[src/rtl/switch_router_pkg.sv]
// rtl/switch_router_pkg.sv - shared widths, port select and transaction types for switch_router
package switch_router_pkg;

   localparam int DEF_ADDR_WIDTH = 8;
   localparam int DEF_DATA_WIDTH = 16;
   localparam logic [DEF_ADDR_WIDTH-1:0] DEF_SPLIT_ADDR = 8'h40;

   typedef enum logic {
      PORT_A = 1'b0,
      PORT_B = 1'b1
   } port_sel_e;

   typedef struct packed {
      logic [DEF_ADDR_WIDTH-1:0] addr;
      logic [DEF_DATA_WIDTH-1:0] data;
   } txn_t;

endpackage

[src/rtl/switch_port_reg.sv]
// rtl/switch_port_reg.sv - one output port: transaction register, valid pulse, saturating count
module switch_port_reg
   import switch_router_pkg::*;
#(
   parameter int  CNT_WIDTH = 16,
   parameter type txn_type  = txn_t
) (
   input  logic                 clk,
   input  logic                 rstn,
   input  logic                 load,
   input  txn_type              txn,
   output txn_type              q,
   output logic                 vld,
   output logic [CNT_WIDTH-1:0] cnt
);

   always_ff @(posedge clk) begin
      if (rstn) begin
         q   <= '0;
         vld <= 1'b0;
         cnt <= '0;
      end else begin
         vld <= load;
         if (load) begin
            q <= txn;
            // hold at all-ones rather than wrapping
            if (cnt != '1) begin
               cnt <= cnt + CNT_WIDTH'(1);
            end
         end
      end
   end

endmodule

[src/rtl/switch_router.sv]
// rtl/switch_router.sv - address-decoding one-in/two-out registered switch
module switch_router
   import switch_router_pkg::*;
#(
   parameter int                    ADDR_WIDTH = DEF_ADDR_WIDTH,
   parameter int                    DATA_WIDTH = DEF_DATA_WIDTH,
   parameter logic [ADDR_WIDTH-1:0] SPLIT_ADDR = ADDR_WIDTH'(DEF_SPLIT_ADDR),
   parameter int                    CNT_WIDTH  = 16
) (
   input  logic                  clk,
   input  logic                  rstn,
   input  logic [ADDR_WIDTH-1:0] addr,
   input  logic [DATA_WIDTH-1:0] data,
   input  logic                  vld,
   output logic [ADDR_WIDTH-1:0] addr_a,
   output logic [DATA_WIDTH-1:0] data_a,
   output logic                  vld_a,
   output logic [ADDR_WIDTH-1:0] addr_b,
   output logic [DATA_WIDTH-1:0] data_b,
   output logic                  vld_b,
   output logic [CNT_WIDTH-1:0]  cnt_a,
   output logic [CNT_WIDTH-1:0]  cnt_b
);

   typedef struct packed {
      logic [ADDR_WIDTH-1:0] addr;
      logic [DATA_WIDTH-1:0] data;
   } txn_w_t;

   port_sel_e sel;
   logic      load_a;
   logic      load_b;
   txn_w_t    txn_in;
   txn_w_t    q_a;
   txn_w_t    q_b;

   // loads are gated by vld so an undefined addr while idle cannot reach either port
   always_comb begin
      sel    = (addr < SPLIT_ADDR) ? PORT_A : PORT_B;
      load_a = vld && (sel == PORT_A);
      load_b = vld && (sel == PORT_B);
      txn_in = '{addr: addr, data: data};
   end

   switch_port_reg #(.CNT_WIDTH(CNT_WIDTH), .txn_type(txn_w_t)) u_port_a (
      .clk  (clk),
      .rstn (rstn),
      .load (load_a),
      .txn  (txn_in),
      .q    (q_a),
      .vld  (vld_a),
      .cnt  (cnt_a)
   );

   switch_port_reg #(.CNT_WIDTH(CNT_WIDTH), .txn_type(txn_w_t)) u_port_b (
      .clk  (clk),
      .rstn (rstn),
      .load (load_b),
      .txn  (txn_in),
      .q    (q_b),
      .vld  (vld_b),
      .cnt  (cnt_b)
   );

   assign addr_a = q_a.addr;
   assign data_a = q_a.data;
   assign addr_b = q_b.addr;
   assign data_b = q_b.data;

endmodule

[config.mk]
export PLATFORM = sky130hd
export DESIGN_NAME = switch_router
export DESIGN_NICKNAME = d
export VERILOG_FILES = /design/src/rtl/switch_router_pkg.sv /design/src/rtl/switch_port_reg.sv /design/src/rtl/switch_router.sv
export SDC_FILE = /design/constraint.sdc
export NUM_CORES = 1
export LEC_CHECK = 0
export CAP_MARGIN = 10
export CORE_ASPECT_RATIO = 1.4
export CORE_MARGIN = 2
export CORE_UTILIZATION = 30
export CTS_CLUSTER_DIAMETER = 60
export DETAILED_ROUTE_END_ITERATION = 6
export SLEW_MARGIN = 30
export SYNTH_ARGS = -nofsm -noshare
export SYNTH_HDL_FRONTEND = slang
export SYNTH_SLANG_ARGS = --single-unit
[constraint.sdc]
create_clock -name clk -period 2.4 [get_ports clk]
set_input_delay 0.48 -clock clk [delete_from_list [all_inputs] [get_ports clk]]
set_output_delay 0.48 -clock clk [all_outputs]
set_load 0.03 [all_outputs]
After elaboration in Yosys (flattened, before gate mapping)
Cells that the tools add are included.

storage, ports and cells
  output and inout bits = 82
  word-level logic and storage cells = 18
  input bits = 27
  register bits = 82

operators by class
  add/subtract/negate cells = 2
  equality and inequality tests = 2
  multiplexer cells = 1
  reduce and logical (&&, ||, !) cells = 4
  $lt $le $gt $ge = 1

operator list
  kind                     count
  $add A16 B1 Y16 const B  2
  $ne A16 B16 Y1 const B   2
  $lt A8 B7 Y1 const B     1
  $reduce_and A2 Y1        2
  $logic_and A1 B1 Y1      2
  $mux W1                  1

Logic depth before layout (Yosys ltp)
  depth after elaboration = 4
  mapped depth = 6
  gate-level depth less buffers = 6

Hierarchy
From an unflattened synthesis, not the netlist that was laid out.

unflattened totals
  cell total of the unflattened synthesis = 356
  area, all modules = 3413.3 µm²

modules (own cells, without submodules)
  module           sequential area each (µm²)  instances  cells each  area an instance (µm²)
  switch_port_reg  820.8                       2          177         1696.6
  switch_router    0.0                         1          2           20.0

Worst setup path before layout
OpenSTA, ideal clock, no wires.

  path type = reg2reg
  start point = register u_port_b.cnt[6]
  end point = register u_port_b.cnt[0]
  clock period less this slack = 1.824 ns
  data required time = 2.272 ns
  setup slack = 0.576 ns
  stages on the path, launching flop included = 6
  path buffers = 0
  data arrival time = 1.696 ns
  setup time = 0.128 ns
  path through = dfxtp_1 > nand4_1 > nor4_4 > nor2_1 > xnor2_1 > nor2_1

on the way
  word-level cells in the longest chain between the ends = 2

ends and longest elaborated chain
  element                             line                   RTL
  start: declaration                  switch_port_reg.sv:14  output logic [CNT_WIDTH-1:0] cnt
  start signal: assignment            switch_port_reg.sv:28  cnt <= cnt + CNT_WIDTH'(1);
  $ne A16 B16 Y1                      switch_port_reg.sv:27  if (cnt != '1) begin
  $reduce_and A2 Y1 (no source line)  n/a

Every way passes these cells.
A chain may end at the register's enable or synchronous reset.

Worst setup path in the final report
  start point = register u_port_b.cnt[11]
  end point = output cnt_b[11]

RTL lines
  element           line                 RTL
  end: declaration  switch_router.sv:22  output logic [CNT_WIDTH-1:0] cnt_b

No word-level cell between the ends.

==> run metrics <==
H-tree level count 3; post-synthesis compound-gate area fraction 11.3%; hold bufs inserted after CTS 0; # Post-CTS Setup Buffers 0; syn_area_per_cell 8.23 sq um; leakage 1.61 nW; multiplexer share of the synthesized area 0.308%; PortBufs 108; commonest non-fill, non-tap cells in the layout clkdlybuf4s50_1 (107), nand2_1 (103), dfxtp_1 (82); top-area cell type share of the netlist area 50.5%; R2R Path Start u_port_a.cnt[3]; Crit Reg-Reg Endpoint u_port_a.cnt[0]; TNS Setup 0 ns; register share of total power 44.5%; max cap viols 0; WS Path Type reg -> out; Post-synth EDFFs 0; cell count along the critical path 1; final slew viol count 0; placed inst area 4480 sq um; remaining global-route overflow 0; Final setup violation count 0; outcome complete, no violations; Synth area leaders dfxtp_1 (51%), nand2_1 (12%), a21oi_1 (8.8%), xnor2_1 (4.6%), nor2_1 (4.2%); power per cell area 667 nW/um^2; Clock power frac 45.2%; r2r worst-path depth 5; hpwl dp 6.19 mm; final WL 8.70 mm; period utilization 82.2%; Worst Path Max Fanout 6; crit-path max cell delay 0.72 ns; Nets 529; minimum clock period 1.97 ns; crit-path cells clkdlybuf4s50_1; Slew HR 55.6%; startpoint types register; largest net degree at the start of global routing 83; vias 3041; Req. time, crit path 1.92 ns; Worst Skew 0.00253 ns; iteration count of the initial detailed-routing pass 4; Layout Area Growth over Synthesis 47.8%; Synth Instances 395; Top FF cell, synth dfxtp_1; Placed Instances 630; crit path buf inv count 1; CTS Buf Count 9; slowest CP cell clkdlybuf4s50_1; Sw Share 23.4%; initial antenna violation count 0; Starting Density 30.4%; routed len/inst 13.5 um; Async SR Flop Fraction 0%; full die area 11700 sq um; CTS tree built; vias per inst 4.71; worst setup path end cnt_b[11]; # diodes 0; Initial DRC Count 102; vias in the first global route 2828; Worst-path clk slew 0.06 ns; post-synthesis simple-gate area fraction 29.4%; syn nets 424; unrepaired setup endpoints after global routing false; Logic pwr share 10.3%; largest family of logic cells by synthesized area simple AND/OR/NAND/NOR gates; synth warn 0; share of layout cells above drive strength 1 6.14%; clock buffer depth 2; GPL Wtd Cong 0.794; Power Total 3.20 mW; FF+latch count, synth 82; IO Count 109; clock root cell clkbuf_16; drt drc 0; CORE AREA 10700 sq um; fmax 507 MHz; Data arrival, critical path 1.49 ns; cell taking the most area after synthesis dfxtp_1; Netlist cell types 35; Post-Synth Adder-Cell Area 0.770%; internal power 2.45 mW; cell family with most CP delay buffers and inverters; Net Switching 0.750 mW; first-pass GRT wire length 14.1 mm; sequential area share after synthesis 50.5%; synthesized area 3250 sq um; commonest non-fill, non-tap cell in the layout clkdlybuf4s50_1; PostCTS Resize Cnt 0; CP Launch Point u_port_b.cnt[11]; DIE HEIGHT 127 um; Die Wd 92.0 um; Non-Filler Instances 646; Antenna Nets Post-Route 0; total clock sinks 82; total track usage 14.9%; Skew-Pair Late Insertion Delay 0.33 ns; post-layout util 44.9%; Worst Max-Slew Pin Slew 0.661 ns; R2R Setup Slk 0.49 ns; Synth Area in XOR/XNOR 5.12%; row cnt 45; final hold violation count 0; layout filler cell count 1075; Hold Path Class reg -> reg; VDD IR-drop max 0.391 mV; Design Area, Final 4800 sq um; Crit. End Element primary output
## worst min path at each step
stage                    from        endpoint  slack [ns]  cells after the start
2_1_floorplan  u_port_b.q[15]  u_port_b.q[15]        0.58                      2
3_3_place_gp    u_port_a.q[7]   u_port_a.q[7]        0.44                      2
3_5_place_dp    u_port_a.q[6]   u_port_a.q[6]        0.45                      2
4_1_cts         u_port_a.q[6]   u_port_a.q[6]        0.45                      2
5_1_grt        u_port_b.q[17]  u_port_b.q[17]        0.47                      2
6_report        u_port_a.q[0]   u_port_a.q[0]        0.45                      2
## through the flow
step | setup slack (ns) | hold slack (ns)
6_report | 0.426 | 0.452
5_1_grt | 0.249 | 0.474
4_1_cts | 0.415 | 0.455
3_5_place_dp | 0.150 | 0.446
3_3_place_gp | 0.174 | 0.441
2_1_floorplan | 0.576 | 0.581
## per-layer routing
metal / GRT usage [%] / share of wire, %
met5: 0 / 0
met4: 5.88 / 0.92
met3: 3.13 / 4.4
met2: 26.7 / 53
met1: 17.3 / 42
## power by group through the flow
stage / clock network [mW] / registers (mW) / logic, mW
after detailed placement: 0 / 1.46 / 0.334
final: 1.45 / 1.43 / 0.330
after floorplan: 0 / 1.53 / 0.0915
after global placement: 0 / 1.45 / 0.331
after CTS: 1.48 / 1.43 / 0.334
after global routing: 1.55 / 1.43 / 0.356
## cells in the mapped netlist, types with 2 or more instances
master    count
inv_1         3
clkbuf_1     16
nand3_1      10
nor4_1        4
buf_1         2
nor4_2        4
a211oi_1      4
ha_1          2
and4_1        3
and2_1        2
dfxtp_1      82
and3_1        3
nand2_1     103
nor3b_1       2
xor2_1        2
o21ai_0       3
xnor2_1      17
a21oi_1      57
or3_1         4
nor2_1       36
nand4_1      11
nor3_1       12
## final cells by class
class / count / area, sq um / share of cell area [%]
clock buffers: 10 / 229 / 4.77
well taps: 141 / 176 / 3.67
multi-input cells: 291 / 1530 / 31.8
inverters: 3 / 11.3 / 0.234
clock inverters: 6 / 91.3 / 1.90
repair buffers: 113 / 1130 / 23.4
flip-flops and latches: 82 / 1640 / 34.2
## sequential cells by signal, indices dropped and copies added, names as in the netlist
signal        flops
u_port_b.q       24
u_port_b.vld      1
u_port_a.q       24
u_port_b.cnt     16
u_port_a.vld      1
u_port_a.cnt     16
## logic make-up after synthesis
kind of cell,count (synthesis)
AOI/OAI and AO/OA,69
xor gates and xnor gates,19
adders and majority gates,2
buffers and inverters,22
DFF,82
muxes,1
and+or+nand+nor,200
(Power assumes the default switching activity.)
